### config.mk
export PLATFORM = sky130hd
export DESIGN_NAME = cv32e40p_sleep_ctrl
export DESIGN_NICKNAME = d
export VERILOG_FILES = /design/src/rtl/cv32e40p_sleep_ctrl.sv
export SDC_FILE = /design/constraint.sdc
export NUM_CORES = 1
export LEC_CHECK = 0
export BUFFER_PORTS_ARGS = -buffer_cell sky130_fd_sc_hd__buf_4
export CAP_MARGIN = 20
export CORE_UTILIZATION = 30
export DETAILED_ROUTE_END_ITERATION = 8
export GPL_ROUTABILITY_DRIVEN = 0
export PLACE_DENSITY = 0.53
export SLEW_MARGIN = 15
export SYNTH_ARGS = -nofsm -noshare
export SYNTH_HDL_FRONTEND = slang
export SYNTH_SLANG_ARGS = --single-unit
### constraint.sdc
create_clock -name clk_i -period 1.9 [get_ports clk_i]
set_clock_uncertainty 0.1 [all_clocks]
set_input_delay 0.57 -clock clk_i [delete_from_list [all_inputs] [get_ports clk_i]]
set_output_delay 0.57 -clock clk_i [all_outputs]
set_load 0.01 [all_outputs]
### src/rtl/cv32e40p_sleep_ctrl.sv
// rtl/cv32e40p_sleep_ctrl.sv - core clock-enable controller for WFI sleep and wake
// Gates the core clock only when the core is idle and both OBI buses are quiescent.
module cv32e40p_sleep_ctrl #(
   parameter int OUTST_W    = 2,
   parameter int WAKE_DELAY = 2
) (
   input  logic               clk_i,
   input  logic               rst_i,
   input  logic               fetch_enable_i,
   input  logic               wfi_i,
   input  logic               irq_pending_i,
   input  logic               debug_req_i,
   input  logic               instr_req_i,
   input  logic               instr_gnt_i,
   input  logic               instr_rvalid_i,
   input  logic               data_req_i,
   input  logic               data_gnt_i,
   input  logic               data_rvalid_i,
   output logic               clock_en_o,
   output logic               core_sleep_o,
   output logic               fetch_enable_o,
   output logic [OUTST_W-1:0] instr_outst_o,
   output logic [OUTST_W-1:0] data_outst_o
);

   localparam int WCW = (WAKE_DELAY < 2) ? 1 : $clog2(WAKE_DELAY + 1);
   localparam logic [OUTST_W-1:0] OUTST_MAX = {OUTST_W{1'b1}};

   typedef enum logic [2:0] {
      RESET_WAIT = 3'd0,
      RUN        = 3'd1,
      DRAIN      = 3'd2,
      SLEEP      = 3'd3,
      WAKE       = 3'd4
   } state_t;

   state_t           state;
   state_t           state_nxt;
   logic [WCW-1:0]   wake_cnt;
   logic [WCW-1:0]   wake_cnt_nxt;
   logic             wake;
   logic             idle;

   // Saturating up/down counter step; simultaneous inc/dec holds the value.
   function automatic logic [OUTST_W-1:0] outst_step(
      input logic [OUTST_W-1:0] cnt,
      input logic               inc,
      input logic               dec
   );
      logic [OUTST_W-1:0] res;
      res = cnt;
      if (inc && !dec && cnt != OUTST_MAX)
         res = cnt + 1'b1;
      else if (dec && !inc && cnt != '0)
         res = cnt - 1'b1;
      return res;
   endfunction

   assign wake = irq_pending_i | debug_req_i;
   assign idle = (instr_outst_o == '0) && (data_outst_o == '0) && !instr_req_i && !data_req_i;

   always_comb begin
      state_nxt    = state;
      wake_cnt_nxt = wake_cnt;
      case (state)
         RESET_WAIT: begin
            if (fetch_enable_i)
               state_nxt = RUN;
         end
         RUN: begin
            if (wfi_i && !wake)
               state_nxt = DRAIN;
         end
         DRAIN: begin
            if (wake)
               state_nxt = RUN;
            else if (idle)
               state_nxt = SLEEP;
         end
         SLEEP: begin
            if (wake) begin
               if (WAKE_DELAY == 0) begin
                  state_nxt = RUN;
               end else begin
                  state_nxt    = WAKE;
                  wake_cnt_nxt = WCW'(WAKE_DELAY);
               end
            end
         end
         WAKE: begin
            // Once committed to waking, a dropped wake request does not abort.
            wake_cnt_nxt = wake_cnt - 1'b1;
            if (wake_cnt <= WCW'(1))
               state_nxt = RUN;
         end
         default: state_nxt = RESET_WAIT;
      endcase
   end

   always_ff @(posedge clk_i) begin
      if (rst_i) begin
         state          <= RESET_WAIT;
         wake_cnt       <= '0;
         clock_en_o     <= 1'b0;
         core_sleep_o   <= 1'b0;
         fetch_enable_o <= 1'b0;
         instr_outst_o  <= '0;
         data_outst_o   <= '0;
      end else begin
         state        <= state_nxt;
         wake_cnt     <= wake_cnt_nxt;
         // Outputs decoded from the next state so they line up with the state itself.
         clock_en_o   <= (state_nxt == RUN) || (state_nxt == DRAIN) || (state_nxt == WAKE);
         core_sleep_o <= (state_nxt == SLEEP) || (state_nxt == WAKE);
         if (fetch_enable_i)
            fetch_enable_o <= 1'b1;
         instr_outst_o <= outst_step(instr_outst_o, instr_req_i & instr_gnt_i, instr_rvalid_i);
         data_outst_o  <= outst_step(data_outst_o, data_req_i & data_gnt_i, data_rvalid_i);
      end
   end

endmodule

; ---- Yosys cells after proc, flatten, opt, wreduce, memory -nomap -nowiden
; Index checks and enable logic that the tools add are counted.
[word_totals]
regBits = 12
[op_classes]
eq_ne = 11
reduce_logical = 31
n_lt_le_gt_ge = 1
addsub = 5
bitwise = 3
mux = 13
[op_table]
columns = cell, n
row1 = 3-bit two-way mux, 6
row2 = 3-bit case mux with 5 select lines, 1
row3 = "3-bit by 2-bit equality test with 1-bit output, second input constant", 4
row4 = 1-bit logical AND, 12
row5 = 2-bit two-way mux, 5
row6 = 2-bit nonzero test, 5
row7 = 1-bit zero test, 7
row8 = "3-bit by 1-bit equality test with 1-bit output, second input constant", 2
row9 = "3-bit equality test, second input constant", 2
row10 = "2-bit != test, second input constant", 3
row11 = "2-bit by 1-bit subtractor with 2-bit output, second input constant", 3
row12 = "2-bit by 1-bit adder with 2-bit output, second input constant", 2
row13 = 2-bit zero test, 2
row14 = 2-bit case mux with 2 select lines, 1
row15 = 3-bit zero test, 1
row16 = 1-bit logical OR, 3
row17 = 1-bit bitwise AND, 2
row18 = "2-bit by 1-bit less-or-equal comparator with 1-bit output, second input constant", 1
row19 = 2-bit AND reduction, 1
row20 = 1-bit bitwise OR, 1

; ---- Logic depth before layout (Yosys ltp)
; Gate-level depths: netlist of the first run.
[logic_depth]
depth_word = 10
depth_mapped = 6
mapped_depth_nobuf = 5

; ---- Worst setup path before layout of the first run
; OpenSTA, ideal clock, no wires.
[synth_path]
path_kind = register to register
from = register data_outst_o[1]
to = register clock_en_o
path_slack_ns = 0.254
stages_incl_launch_ff = 6
arrival_ns = 1.476
synth_period_minus_slack_ns = 1.646
cell_sequence = dfxtp_1 > or4_4 > o31ai_4 > a211oi_2 > xor2_1 > a21oi_1
[synth_between]
elab_chain_cells = 10
word_cells_on_any_way = 12
[synth_rtl]
columns = element, line
row1 = "start, declared", 23  ; output logic [OUTST_W-1:0] data_outst_o
row2 = "start signal, assigned", 118  ; data_outst_o <= outst_step(data_outst_o, data_req_i & data_gnt_i, data_rvalid_i);
row3 = 2-bit zero test (*), 60  ; assign idle = (instr_outst_o == '0) && (data_outst_o == '0) && !instr_req_i && !data_req_i;
row4 = 1-bit logical AND (*) (3 in a row), 60
row5 = 3-bit two-way mux (*), 77  ; else if (idle)
row6 = 3-bit two-way mux (*), 75  ; if (wake)
row7 = 3-bit case mux with 5 select lines (*), 65  ; case (state)
row8 = 3-bit by 1-bit equality test with 1-bit output / 3-bit by 2-bit equality test with 1-bit output (equally long branches), 113  ; clock_en_o <= (state_nxt == RUN) || (state_nxt == DRAIN) || (state_nxt == WAKE);
row9 = 1-bit logical OR, 113
row10 = 1-bit logical OR (*), 113
row11 = "end signal, assigned", 113
row12 = "end, declared", 19  ; output logic clock_en_o,
; Every way passes the cells marked *; elsewhere a longest branch is shown, timed or not.
; A chain may end at the register's enable or synchronous reset.

; ---- Worst setup path in the final report of the first run
; Same ends and word-level chain as after synthesis.

==> metrics.md, run 1 <==
| Metric | Value |
|---|---|
| Status | finished clean |
| Vias in the first global route | 470 |
| GRT Overall Usage | 13.2% |
| YS warnings | 0 |
| CP Launch Type | flop |
| Routed Antenna Nets | 0 |
| Hold path start | fetch_enable_o |
| DRT Pass-1 Iters | 4 |
| Synthesis-to-finish area growth | 29.5% |
| Fin worst setup slack | 0.204 ns |
| Postcts setup bufs | 0 |
| Power per cell area | 640 nW/µm² |
| Multiplexer area fraction after synthesis | 0% |
| Initial core utilization | 33.5% |
| # IOs | 19 |
| Clk buf depth | 2 |
| Psw | 127 µW |
| GR Overflow Total | 0 |
| Initial antenna violation count | 0 |
| Post-synthesis adder-cell area fraction | 0% |
| Slew Limit Fails | 0 |
| Final setup viols | 0 |
| Avg Vias per Cell | 4.99 |
| Internal Pwr Total | 379 µW |
| Clock sink count | 12 |
| Global-route wire length before repair | 1970 µm |
| Clk slew on worst S/H paths | 0.07 ns |
| Largest family of logic cells by synthesized area | simple AND/OR/NAND/NOR gates |
| Clock power share | 29.4% |
| Syn_area_per_cell | 8.36 µm² |
| MaxCap Viol Count | 0 |
| Worst R2R Setup Slack | 0.20 ns |
| Dpl ws | 0.0536 ns |
| Hold Path Class | reg2reg |
| Crit path DAT | 1.79 ns |
| Synth Net Count | 85 |
| Final Cycle Share | 89.3% |
| Layout Nets | 106 |
| Remaining routing DRC violations | 0 |
| Iter 0 DRT Violations | 7 |
| Compound-Gate Fraction of Synth Area | 26.2% |
| Cell Rows | 15 |
| Hold_buf cts | 0 |
| Via count | 584 |
| Total Routed Length | 1210 µm |
| Xor and xnor area share after synthesis | 4.30% |
| Die Span Y | 47.1 µm |
| Netlist Area Pre-Place | 611 µm² |
| Core box area | 1820 µm² |
| Worst skew pair latency | 0.26 ns |
| WL per Instance | 10.3 µm |
| Cells after synthesis | 73 |
| Maximum clock rate | 589 MHz |
| Register bit total from synthesis | 12 |
| Sequential fraction of the synthesis area | 39.3% |
| CP Launch Point | data_outst_o[1] |
| Final hold viol count | 0 |
| Slew HR | 75.4% |
| Seq pwr share | 53.4% |
| CTS tree | done |
| Setup Total Neg Slack | 0 ns |
| Slew @ Worst Pin | 0.369 ns |
| Min Tclk post-route | 1.70 ns |
| Final Power | 506 µW |
| Logic pwr share | 17.1% |
| Post_cts resized | 0 |
| Library cells used by synthesis | 25 |
| PortBufs | 18 |
| Largest net degree at the start of global routing | 13 |
| Worst VDD drop | 0.000287 V |
| Maximum fanout along the worst path | 5 |
| Total CTS buffers | 3 |
| Chip Width | 47.1 µm |
| RSZ-0062 raised after global routing | false |
| Static leakage | 0.305 nW |
| Post-detail-place hpwl | 931 µm |
| Sw Share | 25.1% |
| H-tree levels | 1 |
| Reg2reg start | data_outst_o[1] |
| Diodes inserted | 0 |
| CP required | 2.00 ns |
| Die area | 2220 µm² |
| Post-synthesis simple-gate area fraction | 28.7% |
| CP endpoint kind | flop |
| Clk root buf | clkbuf_4 |
| Setup CP Type | reg2reg |
| Share of layout cells above drive strength 1 | 28.3% |
power groups by stage:
stage               registers (mW)  clock network, mW  logic (mW)
floorplan                    0.277                  0      0.0452
global placement             0.276                  0      0.0869
detailed placement           0.276                  0      0.0878
CTS                          0.270              0.155      0.0879
global route                 0.272              0.166      0.0968
finish                       0.270              0.149      0.0867
through the flow:
step	instances	utilization, %	area, µm²	hold slack (ns)
6_report	117	43.4	791	0.384
5_1_grt	117	43.4	791	0.412
4_1_cts	117	43.4	791	0.383
3_5_place_dp	114	42.2	768	0.368
3_3_place_gp	114	42.2	768	0.351
2_1_floorplan	73	-	611	0.404
synth_stat cells:
library cell	count	area (µm²)
a2111oi_2	1	15.0
a211oi_2	1	12.5
a21oi_1	7	35.0
a221oi_1	2	17.5
a311oi_1	1	8.76
a32oi_1	1	8.76
buf_2	1	5.00
clkbuf_1	1	3.75
dfxtp_1	12	240
nand2_1	7	26.3
nand2b_1	1	6.26
nand3_1	3	15.0
nor2_1	14	52.6
nor2b_1	2	12.5
nor3_1	3	15.0
nor3b_1	2	15.0
nor4_2	1	12.5
nor4b_1	1	8.76
o21a_1	1	7.51
o21ai_0	1	5.00
o21ai_1	4	20.0
o31a_1	1	8.76
o31ai_4	1	21.3
or4_4	1	11.3
xor2_1	3	26.3
sequential cells by signal, indices dropped and copies added, names as in the netlist:
signal / count
state: 3
data_outst_o: 2
instr_outst_o: 2
wake_cnt: 2
clock_en_o: 1
core_sleep_o: 1
fetch_enable_o: 1
worst max-delay path, stage by stage, from the launching register on:
cell and delay [ns]:
dfxtp_1 0.35, or4_4 0.55, o31ai_4 0.20, a211oi_2 0.11
xor2_1 0.17, a21oi_1 0.15
area by class of cell:
| class | count | area, µm² |
|---|---|---|
| Clock buffer | 3 | 22.5 |
| Fill cell | 190 | 1030 |
| Multi-Input combinational cell | 59 | 362 |
| Sequential cell | 12 | 240 |
| Tap cell | 25 | 31.3 |
| Timing Repair Buffer | 18 | 135 |
final timing paths:
path	to	cells after the start
setup / recovery	clock_en_o	5
hold / removal	fetch_enable_o	2
setup reg to reg	clock_en_o	5
hold reg to reg	fetch_enable_o	2
cells in the final DEF, fill, tap and decap left out, types with 3 or more instances in the layout:
master / count
buf_4: 18
nor2_1: 14
dfxtp_1: 12
a21oi_1: 7
nand2_1: 7
o21ai_1: 4
nand3_1: 3
nor3_1: 3
xor2_1: 3
clkbuf_4: 3
logic make-up (layout without fill, tap and decap cells):
logic type / after synthesis / count (layout)
AND/OR/NAND/NOR: 35 / 35
flip-flops: 12 / 12
XOR/XNOR: 3 / 3
AO/OA/AOI/OAI: 21 / 21
buffers and inverters: 2 / 21
per-layer routing:
layer  vias to the layer above  share of wire (%)  track usage, %
met5                         -                  0               0
met4                         0                1.2            6.86
met1                       260                 52            17.7
li1                        307                  -               -
met3                         2                5.9            4.62
met2                        15                 41            18.6
No activity file was read; power rests on OpenSTA's default activity.
==> run 2, diff against run 1 <==
--- a/config.mk
+++ b/config.mk
@@ -5,12 +5,12 @@
 export SDC_FILE = /design/constraint.sdc
 export NUM_CORES = 1
 export LEC_CHECK = 0
+export ABC_AREA = 0
 export BUFFER_PORTS_ARGS = -buffer_cell sky130_fd_sc_hd__buf_4
 export CAP_MARGIN = 20
 export CORE_UTILIZATION = 30
 export DETAILED_ROUTE_END_ITERATION = 8
 export GPL_ROUTABILITY_DRIVEN = 0
-export PLACE_DENSITY = 0.53
 export SLEW_MARGIN = 15
 export SYNTH_ARGS = -nofsm -noshare
 export SYNTH_HDL_FRONTEND = slang
==> constraint.sdc (replaced) <==
create_clock -name clk_i -period 2.06 [get_ports clk_i]
set_clock_uncertainty 0.1 [all_clocks]
set_input_delay 0.618 -clock clk_i [delete_from_list [all_inputs] [get_ports clk_i]]
set_output_delay 0.618 -clock clk_i [all_outputs]
set_load 0.01 [all_outputs]
==> metrics.md, run 2 (same netlist as run 1, synthesis figures left out) <==
| Metric | Value |
|---|---|
| Status | finished clean |
| Fin util | 44.2% (+0.76 points) |
| Slew HR | 75.8% (+0.44 points) |
| Initial antenna violation count | 0 (unchanged) |
| CP endpoint kind | flop |
| GR Util met1 | 16.2% (-1.5 points) |
| MaxCap Viol Count | 0 (unchanged) |
| Clk buf depth | 2 (unchanged) |
| Maximum fanout along the worst path | 5 (unchanged) |
| Cell Rows | 15 (unchanged) |
| Synthesis-to-finish area growth | 31.8% |
| Post_cts resized | 0 (unchanged) |
| Final Cycle Share | 83.2% (-6.1 points) |
| FILL cells | 202 (+6.3%) |
| Most common cell after layout, fill and taps aside | buf_4 |
| Top reg by flops | state |
| Met2 GRT Util | 21.9% (+3.3 points) |
| Diodes inserted | 0 (unchanged) |
| Min Tclk post-route | 1.71 ns (+0.0182 ns) |
| Chip Width | 47.1 µm (unchanged) |
| Non-Filler Instances | 118 (+0.85%) |
| Routed Antenna Nets | 0 (unchanged) |
| Postcts setup bufs | 0 (unchanged) |
| Number of flip-flops in the largest register | 3 (unchanged) |
| Clk root buf | clkbuf_4 |
| Clock sink count | 12 (unchanged) |
| Most frequent cells in the layout | buf_4, nor2_1, dfxtp_1, a21oi_1, nand2_1 |
| Setup CP Type | reg2reg |
| Via count | 605 (+3.6%) |
| Initial core utilization | 33.5% (unchanged) |
| CP required | 2.16 ns (+0.16 ns) |
| Final hold viol count | 0 (unchanged) |
| Iter 0 DRT Violations | 15 (+8) |
| Avg Vias per Cell | 5.13 (+2.7%) |
| Worst VDD drop | 0.000289 V (+0.70%) |
| RSZ-0062 raised after global routing | false |
| GRT Overall Usage | 13.7% (+0.42 points) |
| # IOs | 19 (unchanged) |
| H-tree levels | 1 (unchanged) |
| Vias in the first global route | 508 (+8.1%) |
| Clk slew on worst S/H paths | 0.08 ns (about the same) |
| DRT Pass-1 Iters | 3 (-1) |
| Hold Path Class | reg2reg |
| Slew Limit Fails | 0 (unchanged) |
| WL per Instance | 10.6 µm (+2.6%) |
| Total CTS buffers | 3 (unchanged) |
| Share of layout cells above drive strength 1 | 29.0% (+0.77 points) |
| Remaining routing DRC violations | 0 (unchanged) |
| Crit path DAT | 1.82 ns (+0.03 ns) |
| PortBufs | 18 (unchanged) |
| Setup Total Neg Slack | 0 ns (unchanged) |
| Global-route wire length before repair | 2060 µm (+4.6%) |
| Grt met3 use | 4.62% (unchanged) |
| Die area | 2220 µm² (unchanged) |
| Placed cells | 114 (unchanged) |
| Post-detail-place hpwl | 936 µm (+0.57%) |
| GR Overflow Total | 0 (unchanged) |
| Power per cell area | 640 nW/µm² (about the same) |
| Worst skew pair latency | 0.27 ns (about the same) |
| Most Crowded Layer GR | met2 |
| CTS tree | done |
| Layout Nets | 106 (unchanged) |
| CP Launch Type | flop |
| Die Span Y | 47.1 µm (unchanged) |
| Static leakage | 0.312 nW (+2.4%) |
| Largest net degree at the start of global routing | 13 (unchanged) |
| Slew @ Worst Pin | 0.360 ns (-0.00913 ns) |
| Total Routed Length | 1250 µm (+3.5%) |
| Core box area | 1820 µm² (unchanged) |
| Maximum clock rate | 583 MHz (-1.1%) |
| Hold_buf cts | 0 (unchanged) |
| Final setup viols | 0 (unchanged) |
## run 2: cell count changes in the layout (fill, tap and decap cells not counted), sizes merged
cell	previous run	this run
clkbuf	3	4
## run 2: path summary, 6_finish.rpt
| check | slack [ns] | cells past startpoint | start | endpoint |
|---|---|---|---|---|
| max | 0.35 | 5 | data_outst_o[1] | clock_en_o |
| min | 0.38 | 2 | fetch_enable_o | fetch_enable_o |
| max reg2reg | 0.35 | 5 | data_outst_o[1] | clock_en_o |
| min reg2reg | 0.38 | 2 | fetch_enable_o | fetch_enable_o |
## run 2: metal layers
layer	up-vias	wire length [µm]	share of wire (%)
met2	20	554	44
li1	309	-	-
met3	2	88	7.0
met4	0	19	1.5
met5	-	0	0
met1	274	589	47
## run 2: critical path, cell delays in order (launching register included)
cell	delay, ns
dfxtp_1	0.36
or4_4	0.56
o31ai_4	0.20
a211oi_2	0.12
xor2_1	0.17
a21oi_1	0.15
## run 2: stage by stage
stage                     instance area (µm²)  total power, mW  setup WS, ns  hold WS [ns]
after floorplan                           611            0.297         0.388         0.404
after global placement                    768            0.335         0.191         0.354
after detailed placement                  768            0.336         0.188         0.365
after CTS                                 805            0.530         0.354         0.384
after global routing                      805            0.549         0.250         0.418
final                                     805            0.515         0.345         0.375
## run 2: area by class of cell
| type | count | area (µm²) | area share, % |
|---|---|---|---|
| Multi-Input combinational cell | 59 | 362 | 44.9 |
| Sequential cell | 12 | 240 | 29.9 |
| Clock buffer | 4 | 36.3 | 4.51 |
| Timing Repair Buffer | 18 | 135 | 16.8 |
| Tap cell | 25 | 31.3 | 3.89 |
## run 2: report_power, final
part / switching [mW] / internal (mW)
Clock: 0.0777 / 0.107
Combinational: 0.0386 / 0.0420
Sequential: 0.00943 / 0.240
Total: 0.126 / 0.389
